==> config.mk <==
export PLATFORM = sky130hd
export DESIGN_NAME = tlc_multiway
export DESIGN_NICKNAME = d
export VERILOG_FILES = /design/src/rtl/tlc_pkg.sv /design/src/rtl/tlc_rr_pick.sv /design/src/rtl/tlc_multiway.sv
export SDC_FILE = /design/constraint.sdc
export NUM_CORES = 1
export LEC_CHECK = 0
export BUFFER_PORTS_ARGS = -buffer_cell sky130_fd_sc_hd__buf_2
export CAP_MARGIN = 0
export CORE_MARGIN = 2
export CORE_UTILIZATION = 45
export CTS_CLUSTER_SIZE = 16
export DETAILED_ROUTE_END_ITERATION = 6
export PLACE_DENSITY = 0.65
export SLEW_MARGIN = 10
export SYNTH_ARGS = -nofsm -noshare
export SYNTH_HDL_FRONTEND = slang
export SYNTH_SLANG_ARGS = --single-unit
export TNS_END_PERCENT = 30
==> constraint.sdc <==
create_clock -name clk -period 3.1 [get_ports clk]
set_input_delay 0.62 -clock clk [delete_from_list [all_inputs] [get_ports clk]]
set_output_delay 0.62 -clock clk [all_outputs]
set_load 0.005 [all_outputs]
==> src/rtl/tlc_pkg.sv <==
// Shared lamp codes, controller state encoding and small elaboration helpers
// for the multi-approach traffic-light controller.
package tlc_pkg;

  localparam logic [1:0] GREEN  = 2'b00;
  localparam logic [1:0] YELLOW = 2'b01;
  localparam logic [1:0] RED    = 2'b10;
  localparam logic [1:0] DARK   = 2'b11;

  typedef enum logic [1:0] {
    ST_ALLRED = 2'd0,
    ST_GREEN  = 2'd1,
    ST_YELLOW = 2'd2,
    ST_FLASH  = 2'd3
  } state_e;

  function automatic int unsigned max2(input int unsigned a, input int unsigned b);
    return (a > b) ? a : b;
  endfunction

endpackage

==> src/rtl/tlc_rr_pick.sv <==
// Round-robin requester search: first set sensor bit after cur_dir, wrapping,
// with cur_dir itself considered last.
module tlc_rr_pick #(
  parameter int unsigned N_DIR = 4
) (
  input  logic [N_DIR-1:0]         sensor,
  input  logic [$clog2(N_DIR)-1:0] cur_dir,
  output logic [$clog2(N_DIR)-1:0] next_dir,
  output logic                     any_req
);

  localparam int unsigned DW = $clog2(N_DIR);

  logic [N_DIR-1:0] rot;
  logic [DW-1:0]    src;
  logic [DW-1:0]    pick;

  // Rotate so bit 0 is the approach right after cur_dir, pick lowest, un-rotate.
  always_comb begin
    rot  = '0;
    src  = '0;
    pick = '0;
    for (int i = 0; i < int'(N_DIR); i++) begin
      src    = DW'((int'(cur_dir) + 1 + i) % int'(N_DIR));
      rot[i] = sensor[src];
    end
    for (int i = int'(N_DIR) - 1; i >= 0; i--) begin
      if (rot[i]) pick = DW'(i);
    end
    next_dir = DW'((int'(cur_dir) + 1 + int'(pick)) % int'(N_DIR));
    any_req  = |sensor;
  end

endmodule

==> src/rtl/tlc_multiway.sv <==
// N-approach traffic-light controller: demand-driven round-robin service with
// min/max green, yellow and all-red clearance, plus a maintenance flash mode.
module tlc_multiway
  import tlc_pkg::*;
#(
  parameter int unsigned N_DIR      = 4,
  parameter int unsigned MIN_GREEN  = 4,
  parameter int unsigned MAX_GREEN  = 16,
  parameter int unsigned YELLOW_CYC = 2,
  parameter int unsigned ALLRED_CYC = 1,
  parameter int unsigned FLASH_HALF = 4
) (
  input  logic                     clk,
  input  logic                     rst_n,
  input  logic [N_DIR-1:0]         sensor,
  input  logic                     flash,
  output logic [2*N_DIR-1:0]       lights,
  output logic [$clog2(N_DIR)-1:0] cur_dir,
  output logic                     in_flash
);

  localparam int unsigned DW     = $clog2(N_DIR);
  localparam int unsigned T_SPAN = max2(max2(MAX_GREEN, ALLRED_CYC), max2(YELLOW_CYC, 2 * FLASH_HALF));
  localparam int unsigned TW     = $clog2(T_SPAN) + 1;

  localparam logic [TW-1:0] MIN_LAST = TW'(MIN_GREEN - 1);
  localparam logic [TW-1:0] MAX_LAST = TW'(MAX_GREEN - 1);
  localparam logic [TW-1:0] YEL_LAST = TW'(YELLOW_CYC - 1);
  localparam logic [TW-1:0] AR_LAST  = TW'(ALLRED_CYC - 1);
  localparam logic [TW-1:0] FL_HALF  = TW'(FLASH_HALF);
  localparam logic [TW-1:0] FL_LAST  = TW'(2 * FLASH_HALF - 1);

  if (N_DIR < 2) begin : g_chk_ndir
    $error("tlc_multiway: N_DIR must be >= 2");
  end
  if (MIN_GREEN < 1) begin : g_chk_min
    $error("tlc_multiway: MIN_GREEN must be >= 1");
  end
  if (MAX_GREEN < MIN_GREEN) begin : g_chk_max
    $error("tlc_multiway: MAX_GREEN must be >= MIN_GREEN");
  end
  if (YELLOW_CYC < 1) begin : g_chk_yel
    $error("tlc_multiway: YELLOW_CYC must be >= 1");
  end
  if (ALLRED_CYC < 1) begin : g_chk_ar
    $error("tlc_multiway: ALLRED_CYC must be >= 1");
  end
  if (FLASH_HALF < 1) begin : g_chk_fl
    $error("tlc_multiway: FLASH_HALF must be >= 1");
  end

  state_e             state;
  logic [TW-1:0]      timer;

  state_e             nxt_state;
  logic [TW-1:0]      nxt_timer;
  logic [DW-1:0]      nxt_dir;
  logic [2*N_DIR-1:0] nxt_lights;
  logic [TW-1:0]      timer_inc;
  logic [DW-1:0]      pick_dir;
  logic               any_req;
  logic               other_demand;

  tlc_rr_pick #(.N_DIR(N_DIR)) u_pick (
    .sensor   (sensor),
    .cur_dir  (cur_dir),
    .next_dir (pick_dir),
    .any_req  (any_req)
  );

  assign timer_inc = (timer == '1) ? timer : timer + TW'(1);

  always_comb begin
    other_demand = 1'b0;
    for (int i = 0; i < int'(N_DIR); i++) begin
      if (DW'(i) != cur_dir) other_demand = other_demand | sensor[i];
    end
  end

  // Next-state, next-timer and next-direction decisions.
  always_comb begin
    nxt_state = state;
    nxt_timer = timer_inc;
    nxt_dir   = cur_dir;
    unique case (state)
      ST_ALLRED: begin
        if (timer >= AR_LAST) begin
          if (flash) begin
            nxt_state = ST_FLASH;
            nxt_timer = '0;
          end else if (any_req) begin
            nxt_state = ST_GREEN;
            nxt_timer = '0;
            nxt_dir   = pick_dir;
          end
        end
      end
      ST_GREEN: begin
        if ((timer >= MIN_LAST) &&
            (flash || (other_demand && (!sensor[cur_dir] || (timer >= MAX_LAST))))) begin
          nxt_state = ST_YELLOW;
          nxt_timer = '0;
        end
      end
      ST_YELLOW: begin
        if (timer >= YEL_LAST) begin
          nxt_state = ST_ALLRED;
          nxt_timer = '0;
        end
      end
      ST_FLASH: begin
        if (!flash) begin
          nxt_state = ST_ALLRED;
          nxt_timer = '0;
        end else if (timer >= FL_LAST) begin
          nxt_timer = '0;
        end
      end
    endcase
  end

  // Lamp decode of the upcoming state so the lamp register tracks the state register.
  always_comb begin
    nxt_lights = {N_DIR{RED}};
    for (int i = 0; i < int'(N_DIR); i++) begin
      if (nxt_state == ST_FLASH) begin
        nxt_lights[2*i +: 2] = (nxt_timer < FL_HALF) ? RED : DARK;
      end else if (DW'(i) == nxt_dir && nxt_state == ST_GREEN) begin
        nxt_lights[2*i +: 2] = GREEN;
      end else if (DW'(i) == nxt_dir && nxt_state == ST_YELLOW) begin
        nxt_lights[2*i +: 2] = YELLOW;
      end
    end
  end

  always_ff @(posedge clk or negedge rst_n) begin
    if (!rst_n) begin
      state    <= ST_ALLRED;
      timer    <= '0;
      cur_dir  <= DW'(N_DIR - 1);
      lights   <= {N_DIR{RED}};
      in_flash <= 1'b0;
    end else begin
      state    <= nxt_state;
      timer    <= nxt_timer;
      cur_dir  <= nxt_dir;
      lights   <= nxt_lights;
      in_flash <= (nxt_state == ST_FLASH);
    end
  end

endmodule

-- Yosys cells after proc, flatten, opt, wreduce, memory -nomap -nowiden
Cells that the tools add are included.
- div/mod/pow operators: 0
- bitwise operators: 3
- shift-type cells: 0
- order comparisons: 11
- multiply operators: 0
- add/sub/neg operators: 6
- equality and inequality tests: 13
- reduce and logical (&&, ||, !) cells: 17
- mux-type cells: 51
- operators by type and width (operator ; count):
    2-bit two-way mux ; 26
    5-bit two-way mux ; 8
    5-bit one-hot mux with 4 select lines ; 1
    2-bit by 3-bit less-than comparator with 1-bit output (second input constant) ; 5
    1-bit binary-select mux with 2-bit select ; 5
    5-bit by 1-bit greater-or-equal comparator with 1-bit output (second input constant) ; 2
    1-bit logical AND ; 10
    1-bit two-way mux ; 10
    2-bit equality test (second input constant) ; 4
    2-bit one-hot mux with 4 select lines ; 1
    5-bit by 1-bit adder with 5-bit output (second input constant) ; 1
    5-bit equality test (second input constant) ; 1
    5-bit by 2-bit greater-or-equal comparator with 1-bit output (second input constant) ; 1
    5-bit by 3-bit greater-or-equal comparator with 1-bit output (second input constant) ; 1
    5-bit by 4-bit greater-or-equal comparator with 1-bit output (second input constant) ; 1
    5-bit by 3-bit less-than comparator with 1-bit output (second input constant) ; 1
    2-bit by 1-bit adder with 2-bit output (second input constant) ; 2
    2-bit adder (second input constant) ; 2
    2-bit by 1-bit equality test with 1-bit output (second input constant) ; 2
    2-bit equality test (first input constant) ; 2
    2-bit logical NOT ; 2
    2-bit inequality test (first input constant) ; 2
    4-bit OR reduction ; 1
    1-bit OR ; 3
    other kinds (6) ; 7
- bits of input ports: 7
- word-level logic and storage cells: 106
- memories kept: 0
- bits in latches: 0
- flip-flop bits (word level): 18
- output and inout port bits: 11
- bits in writable memories: 0
- bits in read-only memories: 0

-- Depth between registers and ports, before layout
Gate-level depths: netlist of run 1.
- depth after elaboration: 18
- mapped depth: 14
- mapped depth without buffers: 12

-- Cells and area by module
A second synthesis of run 1 with hierarchy kept.
- cell total of the unflattened synthesis: 133
- area total of the unflattened synthesis: 1231.2 um^2
- modules (own cells, without submodules) (module ; times used ; cells an instance ; area an instance (um^2) ; sequential area each (um^2)):
    tlc_multiway ; 1 ; 107 ; 1031.0 ; 457.9
    tlc_rr_pick ; 1 ; 26 ; 200.2 ; 0.0

-- Worst setup path after synthesis of run 1
OpenSTA, ideal clock, no wires.
- kind: reg2reg
- from: register cur_dir[0]
- to: register lights[4]
- arrival: 2.741 ns
- data required time: 2.990 ns
- library setup time: 0.110 ns
- clock period less this slack: 2.851 ns
- stages on the path, launching flop included: 14
- slack: 0.249 ns
- buffers on the path: 2
- cell sequence: dfstp_2 > buf_2 > inv_1 > ha_1 > buf_2 > nand2_1 > o21ai_0 > a221oi_1 > a21oi_1 > ha_1 > xnor2_1 > or3_4 > and3_4 > o41ai_1
- word-level cells in the longest chain between the ends: 18
- elaborated cells between the ends (all ways): 54
- those cells by class: add/sub (5); order compare (1); eq/ne (7); mux (30); bitwise (3); reduce/logical (8)
- RTL lines (element ; line ; source):
    start: declaration ; tlc_multiway.sv:18 ; output logic [$clog2(N_DIR)-1:0] cur_dir,
    start signal: assignment ; tlc_multiway.sv:140 ; cur_dir <= DW'(N_DIR - 1);
    start signal: assignment ; tlc_multiway.sv:146 ; cur_dir <= nxt_dir;
    2-bit by 1-bit adder with 2-bit output or 2-bit nonzero test (tied branches) ; tlc_rr_pick.sv:24, tlc_rr_pick.sv:30, tlc_multiway.sv:76 ;
    2-bit by 1-bit adder with 2-bit output or 1-bit two-way mux (tied branches) ; tlc_rr_pick.sv:24, tlc_multiway.sv:76 ;
    1-bit binary-select mux with 2-bit select or 1-bit OR (tied branches) ; tlc_rr_pick.sv:25, tlc_multiway.sv:76 ;
    1-bit two-way mux, on equally long branches ; tlc_rr_pick.sv:25, tlc_multiway.sv:76 ;
    2-bit two-way mux or 1-bit OR (tied branches) ; tlc_rr_pick.sv:28, tlc_multiway.sv:76 ;
    2-bit two-way mux or 1-bit two-way mux (tied branches) ; tlc_rr_pick.sv:28, tlc_multiway.sv:76 ;
    2-bit two-way mux or 1-bit OR (tied branches) ; tlc_rr_pick.sv:28, tlc_multiway.sv:76 ;
    2-bit two-way mux or 1-bit two-way mux (tied branches) ; tlc_rr_pick.sv:28, tlc_multiway.sv:76 ;
    (+3 left out) ; - ;
    2-bit two-way mux, on equally long branches ; tlc_multiway.sv:87, tlc_multiway.sv:99 ;
    2-bit two-way mux or 2-bit one-hot mux with 4 select lines (tied branches) ; tlc_multiway.sv:85 ; unique case (state)
    2-bit equality test, on equally long branches ; tlc_multiway.sv:128, tlc_multiway.sv:130 ;
    1-bit logical AND ; tlc_multiway.sv:130 ; end else if (DW'(i) == nxt_dir && nxt_state == ST_YELLOW) begin
    2-bit two-way mux ; tlc_multiway.sv:130 ;
    2-bit two-way mux ; tlc_multiway.sv:128 ; end else if (DW'(i) == nxt_dir && nxt_state == ST_GREEN) begin
    2-bit two-way mux * ; tlc_multiway.sv:126 ; if (nxt_state == ST_FLASH) begin
    net nxt_lights[4] ; tlc_multiway.sv:58 ; logic [2*N_DIR-1:0] nxt_lights;
    end signal: assignment ; tlc_multiway.sv:141 ; lights <= {N_DIR{RED}};
    end signal: assignment ; tlc_multiway.sv:147 ; lights <= nxt_lights;
    end: declaration ; tlc_multiway.sv:17 ; output logic [2*N_DIR-1:0] lights,
The timed path passes the listed nets; every way through them passes the cells marked *. The select of a mux whose other input is x is not followed.

-- Worst setup path in the final report of run 1
- from: register cur_dir[1]
- to: register lights[6]
Same word-level chain as after synthesis.

==> results of run 1 <==
## synthesized netlist by cell type, drive strengths merged (2+ instances only)
cell,number
nor2,16
nand2,13
dfrtp,12
a21oi,9
buf,7
ha,7
inv,7
dfstp,6
nand2b,5
nor3,5
o21ai,5
nor2b,4
nand3,3
o2111ai,3
a211oi,2
a221oi,2
mux2i,2
nand4,2
nor4,2
o211ai,2
o41ai,2
or2,2
or3b,2
xnor2,2
## logic make-up after synthesis
| family | share of synthesized area |
|---|---|
| multiplexers | 0.0483 |
| buffers and inverters | 0.0582 |
| adder cells (fa/ha/maj) | 0.0690 |
| flip-flops | 0.361 |
| AND/OR/NAND/NOR | 0.268 |
| AO/OA/AOI/OAI | 0.175 |
| XOR/XNOR | 0.0207 |
## critical path: cells and delay by family (launching register included)
kind | cells | cell delay (ns)
compound gates | 4 | 0.60
xor+xnor | 1 | 0.14
fa+ha+maj | 2 | 0.61
buf+inv | 1 | 0.10
flops | 1 | 0.61
simple gates | 4 | 0.68
## power groups by stage
stage	Clock (mW)	Combinational [mW]	Sequential (mW)
CTS	0.147	0.704	0.429
global route	0.161	0.809	0.446
detailed placement	0	0.667	0.451
global placement	0	0.647	0.446
floorplan	0	0.560	0.395
finish	0.146	0.721	0.429
## sequential cells by signal (all words and copies together), names as in the netlist
name / flops
cur_dir: 2
in_flash: 1
lights: 8
state: 2
timer: 5
## cell type report
type                       count  area, sq um
clock buffer                   4         36.3
inverter                       7         26.3
tap                           31         38.8
fill                         262         1300
timing repair buffer          18         92.6
sequential                    18          458
multi-input combinational    107          758
## final timing paths
path,startpoint,end,slack [ns]
worst min-delay path,rst_n,timer[0],0.21
worst min register to register,timer[4],timer[4],0.62
worst max-delay path,cur_dir[1],lights[6],0.25
worst max register to register,cur_dir[1],lights[6],0.25
max in group asynchronous,rst_n,lights[7],2.57
min in group clk,timer[4],timer[4],0.62
## repair_timing
item                                    4_1_cts  5_1_grt
endpoints found under the setup margin        1        3
hold endpoints to repair                      0        0
cloned                                        0        0
buffers inserted                              1        0
resized for setup                             0        4
## layer usage
layer,vias up,GRT usage,share of wire,wire length (um)
met1,499,0.241,0.45,1190
met4,0,0.0897,0.024,63
met3,5,0.0159,0.037,97
li1,531,-,-,-
met2,22,0.284,0.48,1280
met5,-,0,0,0
==> results summary, run 1 <==
The category of the worst setup path capture point is a register. The area of placed instances is 1350 sq um. For this design, the CTS-stage hold fixing added 0 buffers. In this run the clock root is driven by a clkbuf_4. The fraction of post-synthesis cell area in the top cell type by area came out at 0.237. The number of H-tree branching levels came out at 1.

The headroom to the max-slew limit is 0.672. The number of buffers on the longest clock path came out at 2. The min-delay analysis places its worst path in the category input port to asynchronous set/reset pin. The number of antenna violations at the first check in global routing came to 0. Of the available clock period, the critical path in the final layout requires 0.919.

The depth of the worst register-to-register path came out at 12. The internal power contribution came out at 0.738 mW. In the synthesized netlist, the number of instances is 140.

The dominant cell type by area after synthesis is dfrtp_1. Counting flops with a built-in enable in the synthesized netlist gives 0. Sorting the synthesized cells by area gives the leading types as dfrtp_1 (24%), dfstp_2 (12%), ha_1 (6.9%). The biggest cell delay along the critical path is 0.61 ns. The worst setup path is launched from a register. Among all flip-flop cells after synthesis, the most frequent one is dfrtp_1. Data arrives at the worst endpoint at 3.04 ns. The leakage power is 0.631 nW. The width of the die came out at 57.1 um. The wire length of the first global-routing pass is 4460 um. The sum of negative setup slack came out at 0 ns.

The initial core utilization came out at 0.468. The power per standard cell area came out at 919 nW/um^2. In the final design database the tool counted 169 nets. The diode insertion count for antenna repair is 0. The post-placement setup slack came out at 0.0146 ns.

For the pin with the worst max-slew slack, the measured transition is 0.489 ns. The count of state elements after synthesis came out at 18. The total power consumption of the routed design is 1.30 mW. For this run, the total global-route usage over all layers was measured as 0.177. The routed layout has 1,057 vias.

The wire length per cell came out at 14.2 um. The synthesized netlist net count is 154. The number of placed instances, taps included is 180. The post-route core utilization came out at 0.520. The register area share after synthesis came out at 0.361. The proportion of layout cells with a drive suffix above 1 came out at 0.279. The height of the chip is 57.1 um. The number of different library cells in the post-synthesis netlist came out at 45. The die area came out at 3260 sq um. CTS saw 18 sinks.

The fraction of synthesis flops using an asynchronous set or reset pin came out at 1.00. The worst endpoint required time is 3.29 ns. The yosys synthesis warning count came out at 0. The number of nets with antenna violations after detailed routing is 0. The final routed wirelength across all metal layers came out at 2630 um. The switching component of the power came out at 0.558 mW. The core area came out at 2710 sq um.

The count of max-cap constraint violations is 0. The via count of the first global-routing pass is 969. The mapped cell area is 1270 sq um.

The kind of critical path is register to register. Summed over all layers, the global routing overflow is 0. In this run, the number of DRC markers left after iteration 0 of detailed routing was 16. Clock-pin slew was measured on the worst setup and hold paths at 0.10 ns. The post-detailed-placement half-perimeter wirelength is 1930 um. The number of rows created at floorplan came out at 19. In the layout the commonest cells are buf_2 (17), nor2_1 (16), nand2_1 (13). The CTS tree is yes. The cell that appears most often on the critical path is a21oi_1. The number of max-slew violations in the final report came out at 0. The worst path in the final design needs a cycle of 2.85 ns, including I/O delays and setup.

In this run, CTS created clock tree buffers numbering 3. The largest fanout of any net on the critical path came out at 9. The run finished with clean final reports. The number of port buffers is 17. In this run the count of I/O pins placed on the die edge is 18. The length of the first detailed-routing pass in iterations is 4.

The setup violation total in the final timing report came out at 0. Of the total power, registers draw 0.331. Leaving out fill and tap cells, the most frequent cell in the layout is buf_2. Of the total power, the share spent switching nets is 0.430. The later pin in the worst-skew pair is clocked with a latency of 0.31 ns. VDD sags by at most 0.523 mV. The top achievable clock speed is 351 MHz. The part of the total power dissipated in combinational logic is 0.556. The worst-case hold slack is 0.214 ns. In this run the mean area of a mapped cell was 9.06 sq um. The global placement routability congestion came out at 0.821. The critical path goes through inv_1 -> ha_2 -> nand2_1 -> a21oi_1 -> nor2_1 -> a21oi_1 -> a21oi_1 -> ha_1 -> xnor2_1 -> or3_4 -> and3_4 -> o41ai_2. The final critical-path setup slack is 0.251 ns.

The number of failing hold endpoints at the final stage came to 0. The clock share of power is 0.113. Using the TritonRoute via totals, the vias-per-cell ratio works out to 5.71. Entering global routing, the biggest net connects 19 pins. Summing all non-filler instances in the final layout gives an area of 1410 sq um. Compared with the post-synthesis result, the final layout area differs by 11.1%. The worst-case clock skew came out at 0.00600 ns.

The detailed-route DRC error count came out at 0. The critical path's slowest cell is dfstp_2. After the flow finishes, the layout carries non-filler instances totaling 185.
(Power assumes the default switching activity.)
==> run 2, diff against run 1 <==
--- a/config.mk
+++ b/config.mk
@@ -15,5 +15,6 @@
 export SLEW_MARGIN = 10
 export SYNTH_ARGS = -nofsm -noshare
 export SYNTH_HDL_FRONTEND = slang
+export SYNTH_HIERARCHICAL = 1
 export SYNTH_SLANG_ARGS = --single-unit
 export TNS_END_PERCENT = 30
==> results summary, run 2 <==
The most frequent standard cell in the layout excluding fill and tap cells is buf_2. The largest fanout of any net on the critical path came to 15 (+6). The worst setup path is captured at a register.

The flip-flop count of the largest register, all copies and words added is 8 (unchanged). The post-route core utilization came out at 0.529 (+0.00869). The proportion of layout cells with a drive suffix above 1 was 0.243 (-0.0360). The clock share of power is 0.116 (+0.003).

The total power consumption of the routed design came to 1.28 mW (-1.2%). The total congestion overflow after global routing came out at 0 (unchanged). The diode insertion count for antenna repair was 0 (unchanged).

The leakage power was 0.584 nW (-7.5%). The final critical-path share of the clock period came out at 0.862 (-0.0573). The synthesized netlist net count was 143 (-7.1%). The register area share after synthesis is 0.372 (+0.0110). Leaving out fill and tap cells, the most frequent cells in the layout are buf_2 (17), dfrtp_1 (12), nor3_1 (10). The biggest cell delay along the critical path is 0.70 ns (+0.09 ns). The arrival time reported for the critical path endpoint is 2.87 ns (-0.17 ns). The number of port buffers came out at 17 (unchanged). The final routed wirelength across all metal layers is 2510 um (-4.5%). The fraction of power consumed by sequential logic is 0.352 (+0.021). Setup repair after global routing left no endpoint under its margin. The wire length per cell is 14.1 um (-0.77%).

The final critical-path setup slack came out at 0.429 ns (+0.178 ns). The die area came to 3170 sq um (-2.7%). The largest registers in the layout are lights x8, timer x5. Sorting the synthesized cells by how often they occur yields dfrtp_1 (12), nor3_1 (10), nand3_1 (8), nor2_1 (8). The critical path's slowest cell is dfstp_2. The combined global-route utilization of all metal layers is 0.172 (-0.00552). The number of buffers on the longest clock path came out at 2 (unchanged).

In the post-synthesis netlist, the cell with the most instances is dfrtp_1. The post-cts hold buffer count came out at 0 (unchanged). Yosys attributes the largest share of cell area to dfrtp_1 (24%), dfstp_2 (13%), mux2i_1 (4.1%). The number of antenna violations at the first check in global routing is 0 (unchanged).

The DRC marker count from the first detailed-route iteration is 39 (+23). The fill cell instance count of the final layout came out at 248 (-5.3%). The via count of the first global-routing pass is 944 (-2.6%). The worst-case clock skew is 0.0113 ns (+0.00531 ns). The switching component of the power is 0.566 mW (+1.5%). Counting flops per register, the top entry is lights. The part of the total power dissipated in combinational logic is 0.532 (-0.024). The count of nets after finishing came out at 159 (-5.9%).

The number of nets with antenna violations after detailed routing came out at 0 (unchanged). The clock net sink count came to 18 (unchanged). The number of buffers created by CTS came out at 3 (unchanged).

The height of the chip came to 56.3 um (-1.4%). The root buffer cell chosen for the clock tree is clkbuf_4. The sum of negative setup slack is 0 ns (unchanged). The synthesized design spends more area on one cell type than any other, namely dfrtp_1. The area used by multi-input combinational logic is 699 sq um (-7.8%). The count of state elements after synthesis came out at 18 (unchanged). Counting stages on the worst path, the most repeated cell is xnor2_1.

The global placement routability congestion came out at 0.863 (+5.1%). The number of different library cells in the post-synthesis netlist came out at 49 (+8.9%). The detailed-route DRC error count was 0 (unchanged).

The slew of the pin with the lowest slew margin came out at 0.572 ns (+0.0828 ns). In this run the critical register-to-register path is launched from cur_dir[1]. The width of the die is 56.3 um (-1.4%). The flow ran to the end, and the final reports show no timing, DRC or antenna violations. The register cell area after layout is 458 sq um (unchanged). The top achievable clock speed is 374 MHz (+6.6%). The clock slew at the register clock pins of the worst setup and hold paths came to 0.11 ns (about the same). The worst endpoint required time came out at 3.30 ns (about the same). The synthesized area divided by synthesized cell count is 9.26 sq um (+2.1%). The power per standard cell area is 951 nW/um^2 (+3.5%). The post-placement setup slack is 0.245 ns (+0.231 ns).

The yosys synthesis warning count came out at 6 (+6). The signal on the critical path passes through nand2b_1 -> a21boi_0 -> o221ai_1 -> o21a_1 -> ha_1 -> xnor2_1 -> xnor2_1 -> xnor2_1 -> mux2i_1 -> inv_1 -> o31ai_1. The setup violation total in the final timing report is 0 (unchanged).

The number of setup buffers added after CTS is 0 (-1). The number of vias per cell after detailed routing is 5.99 (+4.9%). The number of rows created at floorplan came out at 18 (-1).

The worst hold path belongs to the class input port to asynchronous set/reset pin. The core area came to 2540 sq um (-6.1%). The number of gates resized after cts came out at 0 (unchanged). The fraction of post-synthesis cell area in the top cell type by area is 0.244 (+0.00722).

The layout overhead on the synthesized area is 9.35%. The fraction of synthesis flops using an asynchronous set or reset pin is 1.00 (unchanged). The mapped cell area is 1230 sq um (-3.0%). STA classifies the critical path startpoint as a register.

TritonCTS built the clock tree. The internal power contribution came out at 0.714 mW (-3.2%). The number of max-slew violations in the final report was 0 (unchanged). The predominant post-synthesis flop cell is dfrtp_1. The initial core utilization is 0.484 (+0.0156). The maximum number of pins on one net before global-route repair came out at 19 (unchanged). The worst-case hold slack is 0.226 ns (+0.0122 ns).

The post-detailed-placement half-perimeter wirelength came to 1850 um (-3.8%). The count of max-cap constraint violations came out at 0 (unchanged). The wire length of the first global-routing pass came out at 4270 um (-4.3%). The source of the critical timing path is cur_dir[1]. The length of the first detailed-routing pass in iterations is 5 (+1). The maximum VDD drop came to 0.598 mV (+14%). The worst setup path is of the register to register kind. The clock latency on the worst-skew pair is 0.30 ns (about the same). The net switching fraction of the power came to 0.442 (+0.0118). The headroom to the max-slew limit is 0.616 (-0.0562). The shortest clock period the worst path allows after layout came out at 2.67 ns (-0.178 ns). The number of failing hold endpoints at the final stage came out at 0 (unchanged). The top-level port count is 18 (unchanged). The count of vias placed by the detailed router came out at 1,067 (+0.95%).

The number of instances in the synthesized netlist came out at 133 (-5.0%). The number of enable flip-flop cells after synthesis came out at 0 (unchanged). The number of H-tree branching levels is 1 (unchanged).
==> run 2: cell type report <==
| type | instances | area share |
|---|---|---|
| clock buffers | 4 | 0.0270 |
| inverters | 6 | 0.0167 |
| multi-input cells | 102 | 0.520 |
| flip-flops and latches | 18 | 0.340 |
| well taps | 30 | 0.0279 |
| repair buffers | 18 | 0.0688 |
==> run 2: worst paths after layout <==
check | cells past startpoint | to | slack [ns]
setup / recovery | 11 | lights[2] | 0.43
hold / removal | 1 | timer[1] | 0.23
setup reg to reg | 11 | lights[2] | 0.43
hold reg to reg | 2 | timer[0] | 0.68
max in group asynchronous | 1 | lights[1] | 2.54
min in group clk | 2 | timer[0] | 0.68
==> run 2: per-stage QoR <==
stage                     instance area (sq um)  instances
after CTS                                  1350        178
after global placement                     1310        174
after global routing                       1350        178
final                                      1350        178
after floorplan                            1230        133
after detailed placement                   1310        174
==> run 2: critical path: cells and delay by family (launching register included) <==
family | cells | cell delay (ns)
compound gates | 4 | 0.69
xor+xnor | 3 | 0.37
fa+ha+maj | 1 | 0.15
buf+inv | 1 | 0.17
flops | 1 | 0.70
mux | 1 | 0.34
simple gates | 1 | 0.16
==> run 2: power groups by stage <==
stage	clock network [mW]	registers (mW)	logic [mW]
3_3_place_gp	0	0.452	0.665
4_1_cts	0.156	0.452	0.680
6_report	0.149	0.451	0.681
5_1_grt	0.165	0.473	0.754
3_5_place_dp	0	0.453	0.676
2_1_floorplan	0	0.389	0.608
==> run 2: cell families after synthesis <==
| group | after synthesis | share of synthesized area |
|---|---|---|
| flops | 18 | 0.372 |
| fa+ha+maj | 3 | 0.0305 |
| simple gates | 56 | 0.260 |
| xor+xnor | 6 | 0.0427 |
| buf+inv | 13 | 0.0600 |
| compound gates | 32 | 0.194 |
| mux | 5 | 0.0407 |
==> run 2: layer usage <==
metal	track usage	vias to the layer above	routed length (um)
met5	0	-	0
met4	0.0612	0	24
met3	0.0438	2	150
met2	0.269	43	1190
met1	0.230	496	1150
li1	-	526	-
